**config.mk**
```make
export PLATFORM = sky130hd
export DESIGN_NAME = instr_fetch_latch
export DESIGN_NICKNAME = d
export VERILOG_FILES = /design/src/rtl/instr_fetch_latch.sv
export SDC_FILE = /design/constraint.sdc
export NUM_CORES = 1
export LEC_CHECK = 0
export ABC_AREA = 1
export BUFFER_PORTS_ARGS = -buffer_cell sky130_fd_sc_hd__buf_2
export CAP_MARGIN = 25
export CORE_MARGIN = 2
export CORE_UTILIZATION = 25
export DETAILED_ROUTE_END_ITERATION = 7
export GPL_TIMING_DRIVEN = 1
export PLACE_DENSITY = 0.41
export SYNTH_ARGS = -nofsm -noshare
export SYNTH_HDL_FRONTEND = slang
export SYNTH_SLANG_ARGS = --single-unit
```
**constraint.sdc**
```tcl
create_clock -name clk -period 1.3 [get_ports clk]
set_clock_uncertainty 0.05 [all_clocks]
set_input_delay 0.065 -clock clk [delete_from_list [all_inputs] [get_ports clk]]
set_output_delay 0.065 -clock clk [all_outputs]
set_load 0.02 [all_outputs]
```
**src/rtl/instr_fetch_latch.sv**
```systemverilog
// Instruction fetch latch: assembles the ROM nibble stream into a stable OPR/OPA pair,
// captures the second byte of two-word instructions and flags the FIN indirect-fetch cycle.
module instr_fetch_latch #(
    parameter logic [2:0] M1_CYCLE   = 3'd3,
    parameter logic [2:0] M2_CYCLE   = 3'd4,
    parameter logic [2:0] LAST_CYCLE = 3'd7
) (
    input  logic       clk,
    input  logic       rst_n,
    input  logic [2:0] cycle,
    input  logic [3:0] rom_nibble,
    output logic [3:0] opr,
    output logic [3:0] opa,
    output logic       instr_valid,
    output logic [7:0] word2,
    output logic       word2_valid,
    output logic       second_cyc,
    output logic       fin_cyc,
    output logic       pc_hold
);

    typedef enum logic [1:0] {
        FETCH1 = 2'd0,
        FETCH2 = 2'd1,
        FIN    = 2'd2
    } state_t;

    state_t      state_r;
    logic [3:0]  nib_hi_r;
    logic [3:0]  opr_r;
    logic [3:0]  opa_r;
    logic        instr_valid_r;
    logic [7:0]  word2_r;
    logic        word2_valid_r;
    logic        need2_r;
    logic        needfin_r;
    logic        second_cyc_r;
    logic        fin_cyc_r;

    // JCN, FIM, JUN, JMS, ISZ carry a second byte
    function automatic logic is_two_word(input logic [3:0] op, input logic [3:0] arg);
        return (op == 4'd1) || (op == 4'd4) || (op == 4'd5) || (op == 4'd7) ||
               ((op == 4'd2) && (arg[0] == 1'b0));
    endfunction

    function automatic logic is_fin(input logic [3:0] op, input logic [3:0] arg);
        return (op == 4'd3) && (arg[0] == 1'b0);
    endfunction

    // Nibble capture, word assembly and fetch-state sequencing
    always_ff @(posedge clk or negedge rst_n) begin
        if (!rst_n) begin
            state_r       <= FETCH1;
            nib_hi_r      <= 4'd0;
            opr_r         <= 4'd0;
            opa_r         <= 4'd0;
            instr_valid_r <= 1'b0;
            word2_r       <= 8'd0;
            word2_valid_r <= 1'b0;
            need2_r       <= 1'b0;
            needfin_r     <= 1'b0;
            second_cyc_r  <= 1'b0;
            fin_cyc_r     <= 1'b0;
        end else begin
            instr_valid_r <= 1'b0;
            word2_valid_r <= 1'b0;

            if (cycle == M1_CYCLE) begin
                nib_hi_r <= rom_nibble;
            end

            if (cycle == M2_CYCLE) begin
                case (state_r)
                    FETCH1: begin
                        opr_r         <= nib_hi_r;
                        opa_r         <= rom_nibble;
                        instr_valid_r <= 1'b1;
                        need2_r       <= is_two_word(nib_hi_r, rom_nibble);
                        needfin_r     <= is_fin(nib_hi_r, rom_nibble);
                    end
                    FETCH2, FIN: begin
                        // second byte or indirect data; the first word stays on opr/opa
                        word2_r       <= {nib_hi_r, rom_nibble};
                        word2_valid_r <= 1'b1;
                    end
                    default: begin
                        word2_valid_r <= 1'b0;
                    end
                endcase
            end

            if (cycle == LAST_CYCLE) begin
                case (state_r)
                    FETCH1: begin
                        if (need2_r) begin
                            state_r      <= FETCH2;
                            second_cyc_r <= 1'b1;
                            fin_cyc_r    <= 1'b0;
                        end else if (needfin_r) begin
                            state_r      <= FIN;
                            second_cyc_r <= 1'b0;
                            fin_cyc_r    <= 1'b1;
                        end else begin
                            state_r      <= FETCH1;
                            second_cyc_r <= 1'b0;
                            fin_cyc_r    <= 1'b0;
                        end
                        need2_r   <= 1'b0;
                        needfin_r <= 1'b0;
                    end
                    default: begin
                        // FETCH2, FIN and any corrupted encoding return to a first-word fetch
                        state_r      <= FETCH1;
                        second_cyc_r <= 1'b0;
                        fin_cyc_r    <= 1'b0;
                        need2_r      <= 1'b0;
                        needfin_r    <= 1'b0;
                    end
                endcase
            end
        end
    end

    assign opr         = opr_r;
    assign opa         = opa_r;
    assign instr_valid = instr_valid_r;
    assign word2       = word2_r;
    assign word2_valid = word2_valid_r;
    assign second_cyc  = second_cyc_r;
    assign fin_cyc     = fin_cyc_r;
    assign pc_hold     = fin_cyc_r;

endmodule

```
Yosys cells after proc, flatten, opt, wreduce, memory -nomap -nowiden
Cells that the tools add are included.
{ "classes": {"reduce_logical": 13, "n_bitwise": 1, "n_eq_ne": 11, "mux": 18} }
{ "op_table": {"columns": ["cell", "n"], "rows": [
  ["1-bit two-way mux", 15],
  ["4-bit by 3-bit == test with 1-bit output, second input constant", 3],
  ["4-bit by 2-bit == test with 1-bit output, second input constant", 2],
  ["3-bit == test, second input constant", 2],
  ["2-bit two-way mux", 3],
  ["2-bit AND reduction", 3],
  ["4-bit by 1-bit == test with 1-bit output, second input constant", 1],
  ["1-bit logical OR", 4],
  ["2-bit nonzero test", 2],
  ["3-bit by 2-bit == test with 1-bit output, second input constant", 1],
  ["2-bit by 1-bit == test with 1-bit output, second input constant", 1],
  ["2-bit == test, second input constant", 1],
  ["1-bit logical AND", 2],
  ["2-bit logical NOT", 1],
  ["2-bit OR reduction", 1],
  ["1-bit inverter", 1]
]} }
{ "word_totals": {"inputBits": 9, "reg_bits": 28} }

Logic depth before layout (Yosys ltp)
{ "logic_depth": {"depth_word": 8, "mapped_depth": 6} }

Worst setup path after synthesis
OpenSTA, ideal clock, no wires.
{ "synth_path": {"path_kind": "flip-flop to flip-flop", "startpoint": "reg state_r[1]", "endpoint": "reg word2_r[6], in the netlist word2[6]", "path_slack_ps": -87, "t_arrival_ps": 1218, "path_buffers": 1, "synth_period_minus_slack_ps": 1387, "t_required_ps": 1131, "path_stages_with_launch": 7, "cell_sequence": "dfrtp_1 inv_1 ha_1 nand3_4 buf_6 nand2_1 o21ai_2"} }
{ "synth_via": {"elab_chain_cells": 3, "elab_cells_between_ends": 4, "cone_classes": "eq/ne: 2; reduce/logical: 2"} }
{ "synth_lines": {"columns": ["item", "line_no", "text"], "rows": [
  ["start, declared", "28", "state_t state_r;"],
  ["start signal, assigned", "53", "state_r <= FETCH1;"],
  ["start signal, assigned", "96", "state_r <= FETCH2;"],
  ["start signal, assigned", "100", "state_r <= FIN;"],
  ["2-bit by 1-bit == test with 1-bit output / 2-bit == test (equally long branches)", "73", "case (state_r)"],
  ["2-bit OR reduction (*)", "73", null],
  ["2-bit AND reduction (no source line) (*)", null, null],
  ["end signal, assigned", "83", "word2_r <= {nib_hi_r, rom_nibble};"],
  ["end, declared", "33", "logic [7:0] word2_r;"]
]} }
Mark *: on every way between the ends. The rest lies on a longest branch, timed or not.
A chain may end at the register's enable or synchronous reset.

Worst setup path in the final report
{ "layout_path": {"startpoint": "reg state_r[0]", "endpoint": "reg opr_r[0], in the netlist opr[0]"} }
{ "layout_via": {"elab_chain_cells": 2} }
{ "layout_lines": {"columns": ["item", "line_no", "text"], "rows": [
  ["2-bit logical NOT", "73", null],
  ["2-bit AND reduction (no source line)", null, null],
  ["end signal, assigned", "75", "opr_r <= nib_hi_r;"],
  ["end, declared", "30", "logic [3:0] opr_r;"]
]} }
Every way passes these cells.

==> impl_results.md <==
* CTS root buf: clkbuf_8
* Number of port buffers at 29
* Post-Syn Area at 0.00112 mm²
* DRT Wirelength at 2370 µm
* Final setup viols at 0
* Maximum number of pins on one net before global-route repair at 27
* Worst Hold Slack at 45.7 ps
* Worst EP arrival at 1310 ps
* Worst setup endpoint: opr[0]
* Yosys warnings at 0
* CP max-delay cell: dfrtp_2
* Max-slew violations at 0
* Synth Register Bits at 26
* Tmin final at 1200 ps
* Clk slew on worst S/H paths at 90 ps
* Routed Antenna Nets at 0
* Die area at 0.00505 mm²
* Critical setup path kind: flip-flop to flip-flop
* IO Pins at 30
* Total core area at 0.00435 mm²
* Antenna diodes at 0
* Commonest non-fill, non-tap cell in the layout: buf_2
* Slew @ Worst Pin at 576 ps
* Starting density of the core at 25.8%
* Seq/Total Area, Yosys at 57.8%
* Most frequent cells in the layout: buf_2 (29), nand2_1 (27), dfrtp_1 (24)
* GP Congestion at 0.692
* Outcome: finished, final reports clean
* RSZ-0062 raised after global routing: no
* Worst-path fanout max at 6
* Total gr overflow at 0
* Initial DRT Pass Iterations at 4
* WP data required at 1410 ps
* Cell variety after synth at 13
* CP peak stage delay at 420 ps
* Crit path from: state_r[0]
* Placed cell area at 0.00133 mm²
* Area Growth Syn to Fin at 26.9%
* CTS Buf Count at 3
* Period utilization at 92.5%
* Row Count at 24
* Initial antenna violation count at 0
* Fmax at 0.832 GHz
* HPWL Detailed at 1680 µm
* Tot Pwr at 2.53 mW
* Critical path endpoint category: flip-flop
* Clock Latency Late Sink at 270 ps
* Via density at 4.30
* CP startpoint kind: flip-flop
* Share of the synthesized area in the top cell type at 57.8%
* Worst R2R Path Depth at 6
* First-pass GRT wire length at 3760 µm
* Final instance area at 0.00143 mm²
* Number of H-tree levels at 1
* Residual DRC at 0
* Clock buffer depth at 2
* Peak supply drop at 792 µV
* Die Y at 71.1 µm
* Synth area leader: dfrtp_1
* GRT Util Overall at 9.61%
* Reg2reg start: state_r[0]
* R2R Setup Slk at 100 ps
* CTS Sinks at 26
* Final Worst Setup Slack at 97.6 ps
* Vias in the first global route at 830
* Top cells by area, synth: dfrtp_1 (58%), o21ai_2 (12%), nand2_1 (9.0%)
* Relative slew slack at 61.6%
* Setup WS pre-CTS at -23.0 ps
* Number of max-cap violations at 0
* Worst path cell trace: inv_2, ha_4, nand3_4, buf_4, nand2_1, o21ai_2
* Reg-to-Reg End: opr[0]
* Mean post-synth cell area at 10.4 µm²
* Die X at 71.1 µm
* Pwr dens at 1770 mW/mm²
* Post-Syn Instances at 108
* Worst hold path type: input port to flip-flop
* Iter 0 DRT Violations at 21
* Layout cells sized above 1 at 42.0%
* P_leak at 0.730 nW
* Mapped Nets at 118
* Final net count at 154
* Drt wl/cell at 12.2 µm
* Hold Vio Cnt, Final at 0
* CTS tree: done
* Setup TNS Final at 0 ps
* Via Count at 838
cell families after synthesis:
group,share of synthesized area [%]
adder cells (fa/ha/maj),1.11
AO/OA/AOI/OAI,15.1
buffers and inverters,7.01
AND/OR/NAND/NOR,18.9
flip-flops,57.8
sequential cells by signal, indices dropped and copies added, names as in the netlist, 2 cells and up:
register and flops:
state_r 2, word2 8, opa 4, opr 4
nib_hi_r 4
metrics by stage:
stage	cells	util, %
finish	195	32.8
global placement	187	30.5
global route	195	32.8
CTS	194	32.4
detailed placement	187	30.5
floorplan	108	-
synthesized netlist by cell type:
master,number
nand2_1,27
dfrtp_1,26
o21ai_2,16
inv_1,13
nand3_1,7
o21ai_0,6
nor2_1,4
buf_6,2
nand3_4,2
nand3b_1,2
buf_4,1
ha_1,1
nor2_4,1
critical path: cells and delay by family, from the launching register on:
family	cells	cell delay (ps)
DFF	1	420
AOI/OAI and AO/OA	1	50
and+or+nand+nor	2	160
adders and majority gates	1	150
buffers and inverters	2	250
report_power, final:
| part | internal [mW] | switching, mW |
|---|---|---|
| Combinational | 0.344 | 0.586 |
| Sequential | 1.03 | 0.115 |
| Clock | 0.219 | 0.238 |
worst min path at each step:
stage,from,to,slack (ps),depth (start not counted)
2_1_floorplan,rst_n,instr_valid,-280,0
3_3_place_gp,rst_n,word2[1],50,1
3_5_place_dp,rst_n,word2[1],50,1
4_1_cts,rom_nibble[2],opa[2],40,3
5_1_grt,rom_nibble[2],word2[2],50,3
6_report,rom_nibble[2],opa[2],50,3
layer usage:
layer	wire (µm)	track usage, %	part of all wire (%)	vias to the layer above
met3	140	2.71	5.9	5
met4	29	3.14	1.2	0
met2	1070	15.8	45	29
li1	-	-	-	419
met1	1140	12.3	48	385
met5	0	0	0	-
layout make-up:
type / instances / area (µm²)
Clock buffer: 4 / 45.0
Fill cell: 458 / 2930
Inverter: 13 / 48.8
Multi-Input combinational cell: 67 / 425
Sequential cell: 26 / 653
Tap cell: 52 / 65.1
Timing Repair Buffer: 33 / 190
what timing repair did:
item	CTS	global route
hold buffers	1	0
cloned	0	1
gates resized for setup	0	1
setup buffers	2	0
endpoints found under the hold margin	26	0
setup endpoints to repair	2	8
No activity file was read; power rests on OpenSTA's default activity.
